--- src/rtl/tone_pkg.sv ---
// Shared types and pitch data for the melody player: FSM states, note codes and
// half-period table for a 1 MHz clock.
package tone_pkg;

  typedef enum logic [2:0] {StIdle, StLoad, StPlay, StGap, StDone} state_e;

  localparam logic [3:0] NOTE_REST = 4'd0;
  localparam logic [3:0] NOTE_C    = 4'd1;
  localparam logic [3:0] NOTE_CS   = 4'd2;
  localparam logic [3:0] NOTE_D    = 4'd3;
  localparam logic [3:0] NOTE_DS   = 4'd4;
  localparam logic [3:0] NOTE_E    = 4'd5;
  localparam logic [3:0] NOTE_F    = 4'd6;
  localparam logic [3:0] NOTE_FS   = 4'd7;
  localparam logic [3:0] NOTE_G    = 4'd8;
  localparam logic [3:0] NOTE_GS   = 4'd9;
  localparam logic [3:0] NOTE_A    = 4'd10;
  localparam logic [3:0] NOTE_AS   = 4'd11;
  localparam logic [3:0] NOTE_B    = 4'd12;

  localparam logic [15:0] PITCH_TABLE [12] = '{
    16'd1911, 16'd1804, 16'd1703, 16'd1607, 16'd1517, 16'd1432,
    16'd1351, 16'd1276, 16'd1204, 16'd1136, 16'd1073, 16'd1012
  };

  // Codes outside 1..12 are silent; the octave shift truncates.
  function automatic logic [15:0] pitch_m(input logic [3:0] code, input logic [1:0] shift);
    logic [15:0] base;
    base = '0;
    if (code >= NOTE_C && code <= NOTE_B) begin
      base = PITCH_TABLE[code - NOTE_C];
    end
    return base >> shift;
  endfunction

endpackage

--- src/rtl/melody_player_if.sv ---
// Control and note-output bundle between the melody player and its driver.
interface melody_player_if;
  logic        mode;
  logic        play;
  logic [7:0]  key;
  logic [1:0]  oct;
  logic [15:0] m;
  logic [3:0]  note_idx;
  logic        busy;
  logic        done;

  modport master (output mode, play, key, oct, input m, note_idx, busy, done);
  modport slave  (input mode, play, key, oct, output m, note_idx, busy, done);
endinterface

--- src/rtl/song_rom.sv ---
// Song ROM of {note[7:4], duration[3:0]} bytes with a registered read port.
module song_rom #(
  parameter int unsigned ADDR_W   = 6,
  parameter string       INIT_FILE = ""
) (
  input  logic              clk,
  input  logic [ADDR_W-1:0] addr,
  output logic [7:0]        data_o
);

  logic [7:0] mem [2**ADDR_W];

  always_ff @(posedge clk) begin
    data_o <= mem[addr];
  end

endmodule

--- src/rtl/melody_player.sv ---
// Keyboard / autoplay note source feeding the tone divider's half-period input.
// Define MELODY_LOOP_EN to make the end-of-song marker restart the song.
module melody_player
  import tone_pkg::*;
#(
  parameter int unsigned TICK_CYC  = 250000,
  parameter int unsigned GAP_CYC   = 25000,  // 1 <= GAP_CYC < TICK_CYC
  parameter int unsigned ADDR_W    = 6,
  parameter string       INIT_FILE = ""
) (
  input  logic            clk,
  input  logic            clr,
  melody_player_if.slave  bus_io
);

  localparam int unsigned TickW = (TICK_CYC > 1) ? $clog2(TICK_CYC) : 1;
  localparam logic [TickW-1:0] TickLast  = TickW'(TICK_CYC - 1);
  localparam logic [TickW-1:0] GapStart  = TickW'(TICK_CYC - GAP_CYC - 1);

  state_e            state_q, state_d;
  logic [ADDR_W-1:0] addr_q, addr_d;
  logic [TickW-1:0]  tick_q, tick_d;
  logic [3:0]        units_q, units_d;
  logic [15:0]       m_q, m_d;
  logic [3:0]        note_q, note_d;
  logic              busy_q, busy_d;
  logic              done_q, done_d;

  logic [7:0]        rom_data;
  logic [1:0]        eff_oct;
  logic [3:0]        kb_code;
  logic [1:0]        kb_shift;

  // ROM is addressed with the next address so data is ready during LOAD.
  song_rom #(
    .ADDR_W   (ADDR_W),
    .INIT_FILE(INIT_FILE)
  ) u_rom (
    .clk   (clk),
    .addr  (addr_d),
    .data_o(rom_data)
  );

  assign eff_oct = (bus_io.oct > 2'd2) ? 2'd2 : bus_io.oct;

  always_comb begin
    kb_code  = NOTE_REST;
    kb_shift = eff_oct;
    priority casez (bus_io.key)
      8'b???????1: kb_code = NOTE_C;
      8'b??????10: kb_code = NOTE_D;
      8'b?????100: kb_code = NOTE_E;
      8'b????1000: kb_code = NOTE_F;
      8'b???10000: kb_code = NOTE_G;
      8'b??100000: kb_code = NOTE_A;
      8'b?1000000: kb_code = NOTE_B;
      8'b10000000: begin
        kb_code  = NOTE_C;
        kb_shift = eff_oct + 2'd1;
      end
      default: ;
    endcase
  end

  always_comb begin
    state_d = state_q;
    addr_d  = addr_q;
    tick_d  = tick_q;
    units_d = units_q;
    m_d     = m_q;
    note_d  = note_q;
    busy_d  = busy_q;
    done_d  = 1'b0;

    unique case (state_q)
      StIdle: begin
        if (bus_io.mode && bus_io.play) begin
          addr_d  = '0;
          busy_d  = 1'b1;
          m_d     = '0;
          note_d  = NOTE_REST;
          state_d = StLoad;
        end else if (!bus_io.mode) begin
          m_d    = pitch_m(kb_code, kb_shift);
          note_d = kb_code;
        end else begin
          m_d    = '0;
          note_d = NOTE_REST;
        end
      end
      StLoad: begin
        if (rom_data[3:0] == 4'd0) begin
`ifdef MELODY_LOOP_EN
          addr_d  = '0;
          state_d = StLoad;
`else
          busy_d  = 1'b0;
          done_d  = 1'b1;
          m_d     = '0;
          note_d  = NOTE_REST;
          state_d = StDone;
`endif
        end else begin
          note_d  = rom_data[7:4];
          m_d     = pitch_m(rom_data[7:4], eff_oct);
          units_d = rom_data[3:0];
          tick_d  = '0;
          state_d = StPlay;
        end
      end
      StPlay: begin
        if (tick_q == TickLast) begin
          tick_d  = '0;
          units_d = units_q - 4'd1;
        end else begin
          tick_d = tick_q + 1'b1;
        end
        // Silence starts GAP_CYC cycles before the end of the last unit.
        if (units_q == 4'd1 && tick_q == GapStart) begin
          m_d     = '0;
          state_d = StGap;
        end
      end
      StGap: begin
        if (tick_q == TickLast) begin
          tick_d  = '0;
          addr_d  = addr_q + 1'b1;
          state_d = StLoad;
        end else begin
          tick_d = tick_q + 1'b1;
        end
      end
      StDone: begin
        state_d = StIdle;
      end
      default: state_d = StIdle;
    endcase

    if (busy_q && !bus_io.mode) begin
      state_d = StIdle;
      addr_d  = '0;
      tick_d  = '0;
      busy_d  = 1'b0;
      done_d  = 1'b0;
      m_d     = '0;
      note_d  = NOTE_REST;
    end
  end

  always_ff @(posedge clk) begin
    if (clr) begin
      state_q <= StIdle;
      addr_q  <= '0;
      tick_q  <= '0;
      units_q <= '0;
      m_q     <= '0;
      note_q  <= NOTE_REST;
      busy_q  <= 1'b0;
      done_q  <= 1'b0;
    end else begin
      state_q <= state_d;
      addr_q  <= addr_d;
      tick_q  <= tick_d;
      units_q <= units_d;
      m_q     <= m_d;
      note_q  <= note_d;
      busy_q  <= busy_d;
      done_q  <= done_d;
    end
  end

  assign bus_io.m        = m_q;
  assign bus_io.note_idx = note_q;
  assign bus_io.busy     = busy_q;
  assign bus_io.done     = done_q;

endmodule
--- src/flat_wrapper.sv ---
// flat-port wrapper written by rule: the top's interface ports become plain ports
module melody_player_flat import tone_pkg::*;
#(
  parameter int unsigned TICK_CYC  = 250000,
  parameter int unsigned GAP_CYC   = 25000,                            
  parameter int unsigned ADDR_W    = 6,
  parameter string       INIT_FILE = ""
)
  (clk, clr, bus_io_mode, bus_io_play, bus_io_key, bus_io_oct, bus_io_m, bus_io_note_idx, bus_io_busy, bus_io_done);
  melody_player_if bus_io_i ();
  input  logic clk;
  input  logic clr;
  input wire logic [$bits(bus_io_i.mode)-1:0] bus_io_mode;
  input wire logic [$bits(bus_io_i.play)-1:0] bus_io_play;
  input wire logic [$bits(bus_io_i.key)-1:0] bus_io_key;
  input wire logic [$bits(bus_io_i.oct)-1:0] bus_io_oct;
  output wire logic [$bits(bus_io_i.m)-1:0] bus_io_m;
  output wire logic [$bits(bus_io_i.note_idx)-1:0] bus_io_note_idx;
  output wire logic [$bits(bus_io_i.busy)-1:0] bus_io_busy;
  output wire logic [$bits(bus_io_i.done)-1:0] bus_io_done;
  assign bus_io_i.mode = bus_io_mode;
  assign bus_io_i.play = bus_io_play;
  assign bus_io_i.key = bus_io_key;
  assign bus_io_i.oct = bus_io_oct;
  assign bus_io_m = bus_io_i.m;
  assign bus_io_note_idx = bus_io_i.note_idx;
  assign bus_io_busy = bus_io_i.busy;
  assign bus_io_done = bus_io_i.done;
  melody_player #(.TICK_CYC(TICK_CYC), .GAP_CYC(GAP_CYC), .ADDR_W(ADDR_W), .INIT_FILE(INIT_FILE)) u_core (.clk(clk), .clr(clr), .bus_io(bus_io_i));
endmodule
--- config.mk ---
export PLATFORM = sky130hd
export DESIGN_NAME = melody_player_flat
export DESIGN_NICKNAME = d
export VERILOG_FILES = /design/src/rtl/tone_pkg.sv /design/src/rtl/melody_player_if.sv /design/src/rtl/song_rom.sv /design/src/rtl/melody_player.sv /design/src/flat_wrapper.sv
export SDC_FILE = /design/constraint.sdc
export NUM_CORES = 1
export LEC_CHECK = 0
export CORE_MARGIN = 2
export CORE_UTILIZATION = 35
export DETAILED_ROUTE_END_ITERATION = 7
export GPL_ROUTABILITY_DRIVEN = 0
export PLACE_DENSITY = 0.59
export SYNTH_ARGS = -nofsm -noshare
export SYNTH_HDL_FRONTEND = slang
export SYNTH_SLANG_ARGS = --single-unit
--- constraint.sdc ---
create_clock -name clk -period 5.2 [get_ports clk]
set_input_delay 0.78 -clock clk [delete_from_list [all_inputs] [get_ports clk]]
set_output_delay 0.78 -clock clk [all_outputs]
set_load 0.1 [all_outputs]
==> metrics.md, run 1 <==
| Metric | Value |
|---|---|
| Clk buf depth | 2 |
| Top FF cell, synth | dfxtp_1 |
| Number of max-slew violations in the final report | 0 |
| Max Clock Freq | 0.236 GHz |
| Adder-cell area share of the yosys netlist | ~7.6% |
| Placed wire-length estimate after detailed placement | 5.06 mm |
| Worst-case setup slack after placement | roughly 740 ps |
| Nets | 396 |
| Hold/Removal Path Class | reg -> reg |
| Max-capacitance violation count | 0 |
| Number of synthesized register bits | 40 |
| Critical path startpoint category | input pin |
| Worst Path Arrival | between 4000 and 5000 ps |
| Final ANT Viol Nets | 0 |
| Worst setup skew after layout | around 12 ps |
| Leading area contributor after synthesis | dfxtp_1 |
| Maximum number of pins on one net before global-route repair | 19 |
| Layout overhead on the synthesized area | 16.2% |
| Startpoint of the worst setup timing path | bus_io_key[4] |
| Result of the run | complete, no violations |
| Routed wire length per instance | 14.2 µm |
| Core Box Area | between 7000 and 8000 µm² |
| FF-to-FF path depth | 7 |
| Final Setup Violations | 0 |
| Worst hold margin | 482 ps |
| Synth Cell Area | 2790 µm² |
| Largest voltage drop on the vdd net | 0.000165 V |
| Setup TNS after final layout | 0 ps |
| Clock sink count | 40 |
| Setup slack on the worst flop-to-flop path | approximately 2700 ps |
| Time the worst path needs with I/O delays and setup | around 4200 ps |
| Die Footprint | 8690 µm² |
| Die extent in y | 93.2 µm |
| Number of global-route vias before repair | roughly 2.4k |
| Hold Buf Count CTS | 0 |
| Detailed Routing Iterations Pass 1 | 5 |
| Launch point of the worst reg-to-reg path | u_core.tick_q[9]$_SDFFE_PP0P_ |
| 1st-iter DRT viols | 152 |
| CTS clk-pin slew, worst paths | 80 ps |
| Post-layout worst setup margin | 954 ps |
| CTS tree | built |
| Most repeated cell in the gate-level netlist after synthesis | dfxtp_1 |
| Share of the synthesized area in compound gates (AO/OA/AOI/OAI) | 21.3% |
| Inserted Clock Buffers | 5 |
| Cell area power density | 251 nW/µm² |
| Most area-consuming cells after synthesis | dfxtp_1, ha_1, nor2_1 |
| Crit share post-route | roughly 82% |
| Synth Instances | 343 |
| Number of antenna cells inserted | 0 |
| Parity-gate share of the synthesized area counting xor and xnor cells | under 10% |
| Least-Margin Pin Slew | just under 1000 ps |
| Share of layout cells above drive strength 1 | 6.01% |
| Share of synthesized area spent on multiplexers | under 10% |
| Simple-gate share of the synthesized area | 28.5% |
| Later-pin clock latency in the skew report | 290 ps |
| Number of levels in the clock H-tree | 2 |
| Synthesized area per cell | 8.12 µm² |
| Class of the most critical setup path | in -> reg |
| Die W | approximately 93 µm |
| Min-delay src | u_core.bus_io.m[5]$_SDFFE_PP0P_ |
| Starting density of the core | 36.0% |
| Number of setup buffers added after CTS | 0 |
| Cts repair resizes | 0 |
| Static leakage | 0.00111 µW |
| Sequential fraction of the synthesis area | 28.8% |
| First-pass GRT wire length | 11.5 mm |
| Worst Setup End Kind | register |
| Total number of vias | 2590 |
| Std-Cell Rows | 32 |
| Setup repair after global routing missed its margin | no |
| Worst reg2reg path endpoint | u_core.bus_io.m[3]$_SDFFE_PP0P_ |
| WP data required | 5420 ps |
| Most instantiated cells after synthesis | dfxtp_1, nor2_1, nand2_1 |
| Number of enable-type register cells in the synthesized netlist | 0 |
| Master cell of the clock root buffer | clkbuf_8 |
| Routed wire length | 6.65 mm |
| Io pins | 36 |
| # port buffers | 29 |
| Overall track demand over capacity in global routing | 16.3% |
| Dominant combinational cell family by area after synthesis | simple AND/OR/NAND/NOR gates |
| Critical path destination | u_core.bus_io.m[0]$_SDFFE_PP0P_ |
| Worst-path fanout max | 10 |
| Yosys cell types | 65 |
| Top cell type's share of synthesized area | 28.8% |
| Total of warnings raised by yosys | 0 |
| Final count of hold timing violations | 0 |
| Global route overflow | 0 |
| Post-synth ARST share | 0% |
| Post-detailed-route via-to-cell ratio | around 5.5 |
| Antenna violations before repair | 0 |
| Total DRC errors in the routed layout | 0 |
| Worst slew margin relative to its limit | 34.9% |
==> routing by layer <==
layer,GRT usage (%),vias to the layer above,share of wire (%)
li1,-,1298,-
met1,21.2,1204,45
met2,27.5,81,48
met3,2.66,7,5.5
met4,5.51,0,1.1
met5,0,-,0
==> stage by stage <==
| stage | cell area [µm²] | power (µW) | utilization (%) | instances |
|---|---|---|---|---|
| floorplan | 2800 | 509 | - | 348 |
| global placement | 3120 | 560 | 40.4 | 460 |
| detailed placement | 3120 | 560 | 40.4 | 460 |
| CTS | 3240 | 826 | 41.9 | 468 |
| global route | 3240 | 855 | 41.9 | 468 |
| finish | 3240 | 813 | 41.9 | 468 |
==> how the worst min path moves through the flow <==
stage,slack [ps],to,depth (start not counted)
after global placement,470,u_core.bus_io.m[3]$_SDFFE_PP0P_,2
after detailed placement,470,u_core.bus_io.m[5]$_SDFFE_PP0P_,2
after floorplan,470,u_core.units_q[3]$_SDFFE_PP0P_,2
final,480,u_core.bus_io.m[5]$_SDFFE_PP0P_,2
after CTS,490,u_core.bus_io.m[5]$_SDFFE_PP0P_,2
after global routing,530,u_core.bus_io.m[5]$_SDFFE_PP0P_,2
==> worst max-delay path, cell delays in order <==
cell	delay, ps
clkdlybuf4s50_1	650
nor2b_1	80
o21ai_0	490
nand2_1	310
inv_1	220
ha_1	390
nor3b_1	300
a21o_1	260
nor2_1	110
a2111oi_1	570
o2111ai_1	160
o211ai_1	140
==> cell families after synthesis <==
family                     after synthesis
DFF                                     40
and+or+nand+nor                        146
AOI/OAI and AO/OA                       82
other                                    1
xor gates and xnor gates                19
muxes                                    4
buffers and inverters                   34
adders and majority gates               17
==> final cells by class <==
cell class,instances,area (µm²)
Inverter,11,41.3
Tap cell,102,128
Fill cell,772,4490
Clock buffer,5,68.8
Multi-Input combinational cell,274,1830
Clock inverter,3,47.5
Sequential cell,40,801
Timing Repair Buffer,33,320
==> registers in the layout, summed over array words and instances, names as in the netlist <==
register,cells
u_core.bus_io.busy,1
u_core.bus_io.m,11
u_core.bus_io.note_idx,4
u_core.state_q,2
u_core.tick_q,18
u_core.units_q,4
==> cell usage in the layout, fill, tap and decap left out, types with 5 or more instances in the layout <==
cell type        instances
dfxtp_1                 40
nor2_1                  39
clkdlybuf4s50_1         29
nand2_1                 24
nor3_1                  18
ha_1                    17
nand3_1                 15
a21oi_1                 13
inv_1                   11
xor2_1                  10
nor2b_1                  9
o21ai_0                  9
o211ai_1                 9
xnor2_1                  9
a31oi_1                  6
o2111ai_1                6
conb_1                   6
a22oi_1                  5
clkbuf_8                 5
==> power breakdown <==
part / total [µW] / switching, µW / internal [µW] / leakage (µW)
combinational: 228 / 165 / 63.4 / 0.000729
clock: 260 / 115 / 145 / 0.0000583
sequential: 325 / 7.98 / 317 / 0.000324
total: 813 / 288 / 525 / 0.00111
No activity file was read; power rests on OpenSTA's default activity.
==> inputs of run 2 (changes only) <==
PLACE_DENSITY = 0.61   (was 0.59)
clock period = 3.47 ns   (was 5.2 ns; I/O delays follow)
==> metrics.md, run 2 (synthesis gave the netlist of run 1 again) <==
| Metric | Value |
|---|---|
| Leading cell type in the layout, fill and taps excluded | dfxtp_1 |
| FF-to-FF path depth | 7 (unchanged) |
| Cell area power density | 367 nW/µm² (+46%) |
| Total DRC errors in the routed layout | 0 (unchanged) |
| Routed wire length per instance | 14.1 µm (-1.2%) |
| Final ANT Viol Nets | 0 (unchanged) |
| Hold/Removal Path Class | reg -> reg |
| End point of the most critical hold path | u_core.bus_io.m[3]$_SDFFE_PP0P_ |
| Final count of hold timing violations | 0 (unchanged) |
| Time the worst path needs with I/O delays and setup | ~3200 ps |
| Worst setup skew after layout | 11.7 ps (+0.126 ps) |
| Multi-input gate area | 1830 µm² (unchanged) |
| Number of levels in the clock H-tree | 2 (unchanged) |
| Final Setup Violations | 0 (unchanged) |
| Launch point of the worst reg-to-reg path | u_core.state_q[1]$_SDFFE_PP0P_ |
| Storage element area | 801 µm² (unchanged) |
| Die extent in y | 93.2 µm (unchanged) |
| Result of the run | complete, no violations |
| Number of max-slew violations in the final report | 0 (unchanged) |
| Detailed Routing Iterations Pass 1 | 5 (unchanged) |
| Core Box Area | 7730 µm² (unchanged) |
| Cts repair resizes | 0 (unchanged) |
| CTS tree | built |
| Antenna violations before repair | 0 (unchanged) |
| Nets | 417 (+5.3%) |
| Net switching share of the total power | 35.5% (about the same) |
| Setup repair after global routing missed its margin | no |
| Post-detailed-route via-to-cell ratio | 5.40 (-2.3%) |
| # port buffers | 29 (unchanged) |
| Crit share post-route | roughly nine tenths |
| Routed wire length | 6.87 mm (+3.3%) |
| Static leakage | 0.00121 µW (+8.9%) |
| Die W | 93.2 µm (unchanged) |
| Overall track demand over capacity in global routing | 16.5% (+0.17 points) |
| Post-Route Utilization | 43.9% (+2.0 points) |
| Worst-path fanout max | 5 (-5) |
| Global route overflow | 0 (unchanged) |
| Master cell of the clock root buffer | clkbuf_8 |
| Critical path startpoint category | input pin |
| Most frequent cells in the layout | dfxtp_1, nor2_1, clkdlybuf4s50_1 |
| Total Power | 1240 µW (+53%) |
| Number of setup buffers added after CTS | 0 (unchanged) |
| Max Clock Freq | approximately 0.31 GHz |
| Die Footprint | 8690 µm² (unchanged) |
| Least-Margin Pin Slew | 977 ps (+3.23 ps) |
| Maximum number of pins on one net before global-route repair | 19 (unchanged) |
| Final design instance area without fill | 3390 µm² (+4.8%) |
| Later-pin clock latency in the skew report | 290 ps (about the same) |
| Flip-flop count of the largest register, all copies and words added | 18 (unchanged) |
| Setup slack on the worst flop-to-flop path | 1050 ps (-1680 ps) |
| Net switching power figure | 441 µW (+53%) |
| Hold Buf Count CTS | 0 (unchanged) |
| Setup TNS after final layout | 0 ps (unchanged) |
| Number of global-route vias before repair | 2415 (-0.37%) |
| First-pass GRT wire length | 11.6 mm (+1.0%) |
| Std-Cell Rows | 32 (unchanged) |
| Class of the most critical setup path | in -> reg |
| Logic pwr share | 29.2% (+1.1 points) |
| Register share of total power | 39.1% (-0.8 points) |
| Pint | 803 µW (+53%) |
| Total number of vias | 2643 (+2.0%) |
| CTS clk-pin slew, worst paths | 90 ps (about the same) |
| WP data required | 3690 ps (-1730 ps) |
| Inserted Clock Buffers | 5 (unchanged) |
| Clock network fraction of design power | 31.7% (-0.3 points) |
| Share of layout cells above drive strength 1 | 11.1% (+5.1 points) |
| Layout fillers | 774 (+0.26%) |
| Min-delay src | u_core.bus_io.m[3]$_SDFFE_PP0P_ |
| Placed wire-length estimate after detailed placement | 5.32 mm (+5.1%) |
| Worst slew margin relative to its limit | 34.7% (-0.22 points) |
| Post-layout worst setup margin | 294 ps (-660 ps) |
| 1st-iter DRT viols | 167 (+9.9%) |
| Largest voltage drop on the vdd net | 0.000241 V (+46%) |
| Number of antenna cells inserted | 0 (unchanged) |
| Worst Setup End Kind | register |
| Area after DPL | 3280 µm² (+5.1%) |
| Worst-case setup slack after placement | 22.4 ps (-719 ps) |
| Io pins | 36 (unchanged) |
| Clock sink count | 40 (unchanged) |
| Layout overhead on the synthesized area | 21.8% |
| Clk buf depth | 2 (unchanged) |
| Most flops, register | u_core.tick_q |
| Worst Path Arrival | 3400 ps (-1060 ps) |
| Cell depth of the worst min-delay path | 2 (unchanged) |
| Max-capacitance violation count | 0 (unchanged) |
| Starting density of the core | 36.0% (unchanged) |
| Worst reg2reg path endpoint | u_core.tick_q[16]$_SDFFE_PP0P_ |
-- run 2: changes by cell type in the layout (fill, tap and decap cells not counted), sizes merged --
cell / change
buf: +21
clkinv: -2
clkinvlp: +1
inv: +1
-- run 2: final cells by class --
type	count	area share, %
flip-flops and latches	40	23.6
inverters	11	1.22
repair buffers	54	14.1
clock buffers	5	2.03
multi-input cells	274	53.9
well taps	102	3.76
clock inverters	3	1.36
-- run 2: metrics by stage --
stage                     cells  hold WS, ps
after detailed placement    481          470
after floorplan             348          470
after CTS                   489          482
after global routing        489          536
after global placement      481          468
final                       489          482
-- run 2: worst max-delay path, stage by stage --
cell and delay, ps:
clkdlybuf4s50_1 450, or4b_1 560, o21a_1 230, ha_1 240
nor3_1 160, a21boi_1 300, nor2_1 130, a2111oi_1 520
o2111ai_1 170, o211ai_1 130
-- run 2: worst max path at each step --
stage | startpoint | endpoint | slack [ps] | cells past startpoint
5_1_grt | bus_io_key[4] | u_core.bus_io.m[2]$_SDFFE_PP0P_ | 80 | 10
3_3_place_gp | bus_io_key[4] | u_core.bus_io.m[0]$_SDFFE_PP0P_ | 130 | 10
2_1_floorplan | bus_io_key[4] | u_core.bus_io.m[0]$_SDFFE_PP0P_ | 190 | 11
4_1_cts | bus_io_key[4] | u_core.bus_io.m[0]$_SDFFE_PP0P_ | 320 | 10
6_report | bus_io_key[4] | u_core.bus_io.m[0]$_SDFFE_PP0P_ | 290 | 10
3_5_place_dp | bus_io_key[4] | u_core.bus_io.m[0]$_SDFFE_PP0P_ | 20 | 10
-- run 2: power by group through the flow --
stage	Clock, µW	Combinational (µW)	Sequential [µW]
after global routing	427	386	490
after global placement	0	360	497
after floorplan	0	166	597
after CTS	404	362	487
final	394	363	487
after detailed placement	0	361	498
-- run 2: metal layers --
| metal | global-route usage, % | share of wire, % | up-vias |
|---|---|---|---|
| li1 | - | - | 1333 |
| met1 | 22.5 | 47 | 1214 |
| met2 | 26.6 | 46 | 86 |
| met3 | 3.30 | 5.7 | 10 |
| met4 | 4.41 | 0.99 | 0 |
| met5 | 0 | 0 | - |
==> inputs of run 3 (changes only) <==
CORE_UTILIZATION = 40   (was 35)
PLACE_DENSITY = 0.67   (was 0.61)
==> metrics.md, run 3 (synthesis gave the netlist of run 1 again) <==
| Metric | Value |
|---|---|
| Result of the run | complete, no violations |
| Number of levels in the clock H-tree | 2 (unchanged) |
| Worst slew margin relative to its limit | 34.6% (-0.084 points) |
| Die Footprint | 7650 µm² (-12%) |
| Final ANT Viol Nets | 0 (unchanged) |
| Worst Setup End Kind | register |
| Max Clock Freq | 0.317 GHz (+0.76%) |
| Finished Layout Cells | 462 (-5.5%) |
| Max stage delay cell, worst path | or4b_1 |
| Nets | 412 (-1.2%) |
| Number of max-slew violations in the final report | 0 (unchanged) |
| Flip-flop count of the largest register, all copies and words added | 18 (unchanged) |
| Worst reg2reg path endpoint | u_core.bus_io.m[3]$_SDFFE_PP0P_ |
| Cells along the critical path | clkdlybuf4s50_1, or4b_1, o21a_1, ha_1, buf_4, or3_1, a31oi_1, a21boi_0, o21ai_0, o211ai_1 |
| Routed wire length | 6.83 mm (-0.58%) |
| First-pass GRT wire length | 11.6 mm (about the same) |
| Max-capacitance violation count | 0 (unchanged) |
| Cell area power density | 374 nW/µm² (+1.9%) |
| Setup repair after global routing missed its margin | no |
| Static leakage | 0.00119 µW (-1.4%) |
| Number of setup buffers added after CTS | 0 (unchanged) |
| Master cell of the clock root buffer | clkbuf_8 |
| Total number of vias | 2679 (+1.4%) |
| Layout overhead on the synthesized area | 19.9% |
| Routed wire length per instance | 14.8 µm (+5.2%) |
| End point of the most critical hold path | u_core.bus_io.m[3]$_SDFFE_PP0P_ |
| FF-to-FF path depth | 7 (unchanged) |
| Core Box Area | 6760 µm² (-13%) |
| # port buffers | 29 (unchanged) |
| 1st-iter DRT viols | 216 (+29%) |
| Worst Path Arrival | 3360 ps (-40 ps) |
| Maximum number of pins on one net before global-route repair | 19 (unchanged) |
| Largest voltage drop on the vdd net | 0.000230 V (-4.6%) |
| Overall track demand over capacity in global routing | 18.6% (+2.1 points) |
| Launch point of the worst reg-to-reg path | u_core.tick_q[9]$_SDFFE_PP0P_ |
| Number of antenna cells inserted | 0 (unchanged) |
| Number of cells in the design after placement | 454 (-5.6%) |
| Antenna violations before repair | 0 (unchanged) |
| Detailed Routing Iterations Pass 1 | 5 (unchanged) |
| Critical path startpoint category | input pin |
| Later-pin clock latency in the skew report | 290 ps (about the same) |
| Post-Route Utilization | 49.4% (+5.5 points) |
| Final count of hold timing violations | 0 (unchanged) |
| Worst-path fanout max | 7 (+2) |
| Die W | 87.4 µm (-6.2%) |
| Crit path max-delay family | compound AO/OA/AOI/OAI gates |
| Worst setup skew after layout | 6.82 ps (-4.93 ps) |
| Clk buf depth | 2 (unchanged) |
| Placed wire-length estimate after detailed placement | 5.24 mm (-1.4%) |
| Most frequent cells in the layout | dfxtp_1, nor2_1, clkdlybuf4s50_1 |
| Number of global-route vias before repair | 2440 (+1.0%) |
| Setup TNS after final layout | 0 ps (unchanged) |
| CTS clk-pin slew, worst paths | 80 ps (about the same) |
| Starting density of the core | 41.2% (+5.2 points) |
| Time the worst path needs with I/O delays and setup | 3150 ps (-24.0 ps) |
| Cell depth of the worst min-delay path | 2 (unchanged) |
| WP data required | 3680 ps (about the same) |
| Inserted Clock Buffers | 5 (unchanged) |
| Setup slack on the worst flop-to-flop path | 1000 ps (-50 ps) |
| Min-delay src | u_core.bus_io.m[3]$_SDFFE_PP0P_ |
| Class of the most critical setup path | in -> reg |
| CTS tree | built |
| Leading cell type in the layout, fill and taps excluded | dfxtp_1 |
| Buf+Inv Stages, Crit Path | 2 (+1) |
| Clock sink count | 40 (unchanged) |
| Std-Cell Rows | 30 (-6.3%) |
| Final Setup Violations | 0 (unchanged) |
| Least-Margin Pin Slew | 978 ps (+1.26 ps) |
| Global route overflow | 0 (unchanged) |
| Post-detailed-route via-to-cell ratio | 5.80 (+7.3%) |
| Die extent in y | 87.4 µm (-6.2%) |
| Total DRC errors in the routed layout | 0 (unchanged) |
| Crit share post-route | 90.8% (-0.69 points) |
| Critical Path Max Stage Delay | 560 ps (about the same) |
| Io pins | 36 (unchanged) |
| Share of layout cells above drive strength 1 | 10.2% (-0.90 points) |
| Most flops, register | u_core.tick_q |
| Hold/Removal Path Class | reg -> reg |
==> run 3: metal layers <==
metal	global-route usage [%]	part of all wire [%]	vias to the layer above
met4	4.76	1.2	0
met2	30.9	48	77
met5	0	0	-
met1	24.9	46	1267
met3	3.41	5.0	11
li1	-	-	1324
==> run 3: report_power, final <==
part | switching, µW | internal (µW)
registers | 11.8 | 475
logic | 250 | 109
clock network | 167 | 235
==> run 3: area by class of cell <==
cell class	count	area (µm²)
clock inverter	2	38.8
multi-input combinational	274	1840
timing repair buffer	49	440
inverter	11	41.3
fill	681	3420
sequential	40	801
clock buffer	6	82.6
tap	80	100
==> run 3: worst max path at each step <==
stage | slack (ps) | cells after the start | end | start
2_1_floorplan | 190 | 11 | u_core.bus_io.m[0]$_SDFFE_PP0P_ | bus_io_key[4]
3_3_place_gp | 120 | 11 | u_core.bus_io.m[0]$_SDFFE_PP0P_ | bus_io_key[4]
3_5_place_dp | 4 | 11 | u_core.bus_io.m[0]$_SDFFE_PP0P_ | bus_io_key[4]
4_1_cts | 300 | 11 | u_core.bus_io.m[0]$_SDFFE_PP0P_ | bus_io_key[4]
5_1_grt | 80 | 11 | u_core.bus_io.m[0]$_SDFFE_PP0P_ | bus_io_key[4]
6_report | 320 | 10 | u_core.bus_io.m[0]$_SDFFE_PP0P_ | bus_io_key[4]
==> run 3: worst min-delay path: stages, from the launching register on <==
cell and delay, ps:
dfxtp_1 310, nand2_1 60, a31oi_1 60
==> run 3: per-stage QoR <==
stage	worst slack, ps	area (µm²)	hold WS (ps)	total power [µW]
after floorplan	191	2800	470	763
after global placement	123	3210	470	852
after detailed placement	4.16	3210	475	854
after CTS	296	3330	485	1260
after global routing	82.9	3340	525	1300
final	318	3340	482	1250
==> run 3: timing repair <==
action,4_1_cts,5_1_grt
hold buffers,0,0
gates resized for setup,0,1
setup endpoints to repair,0,1
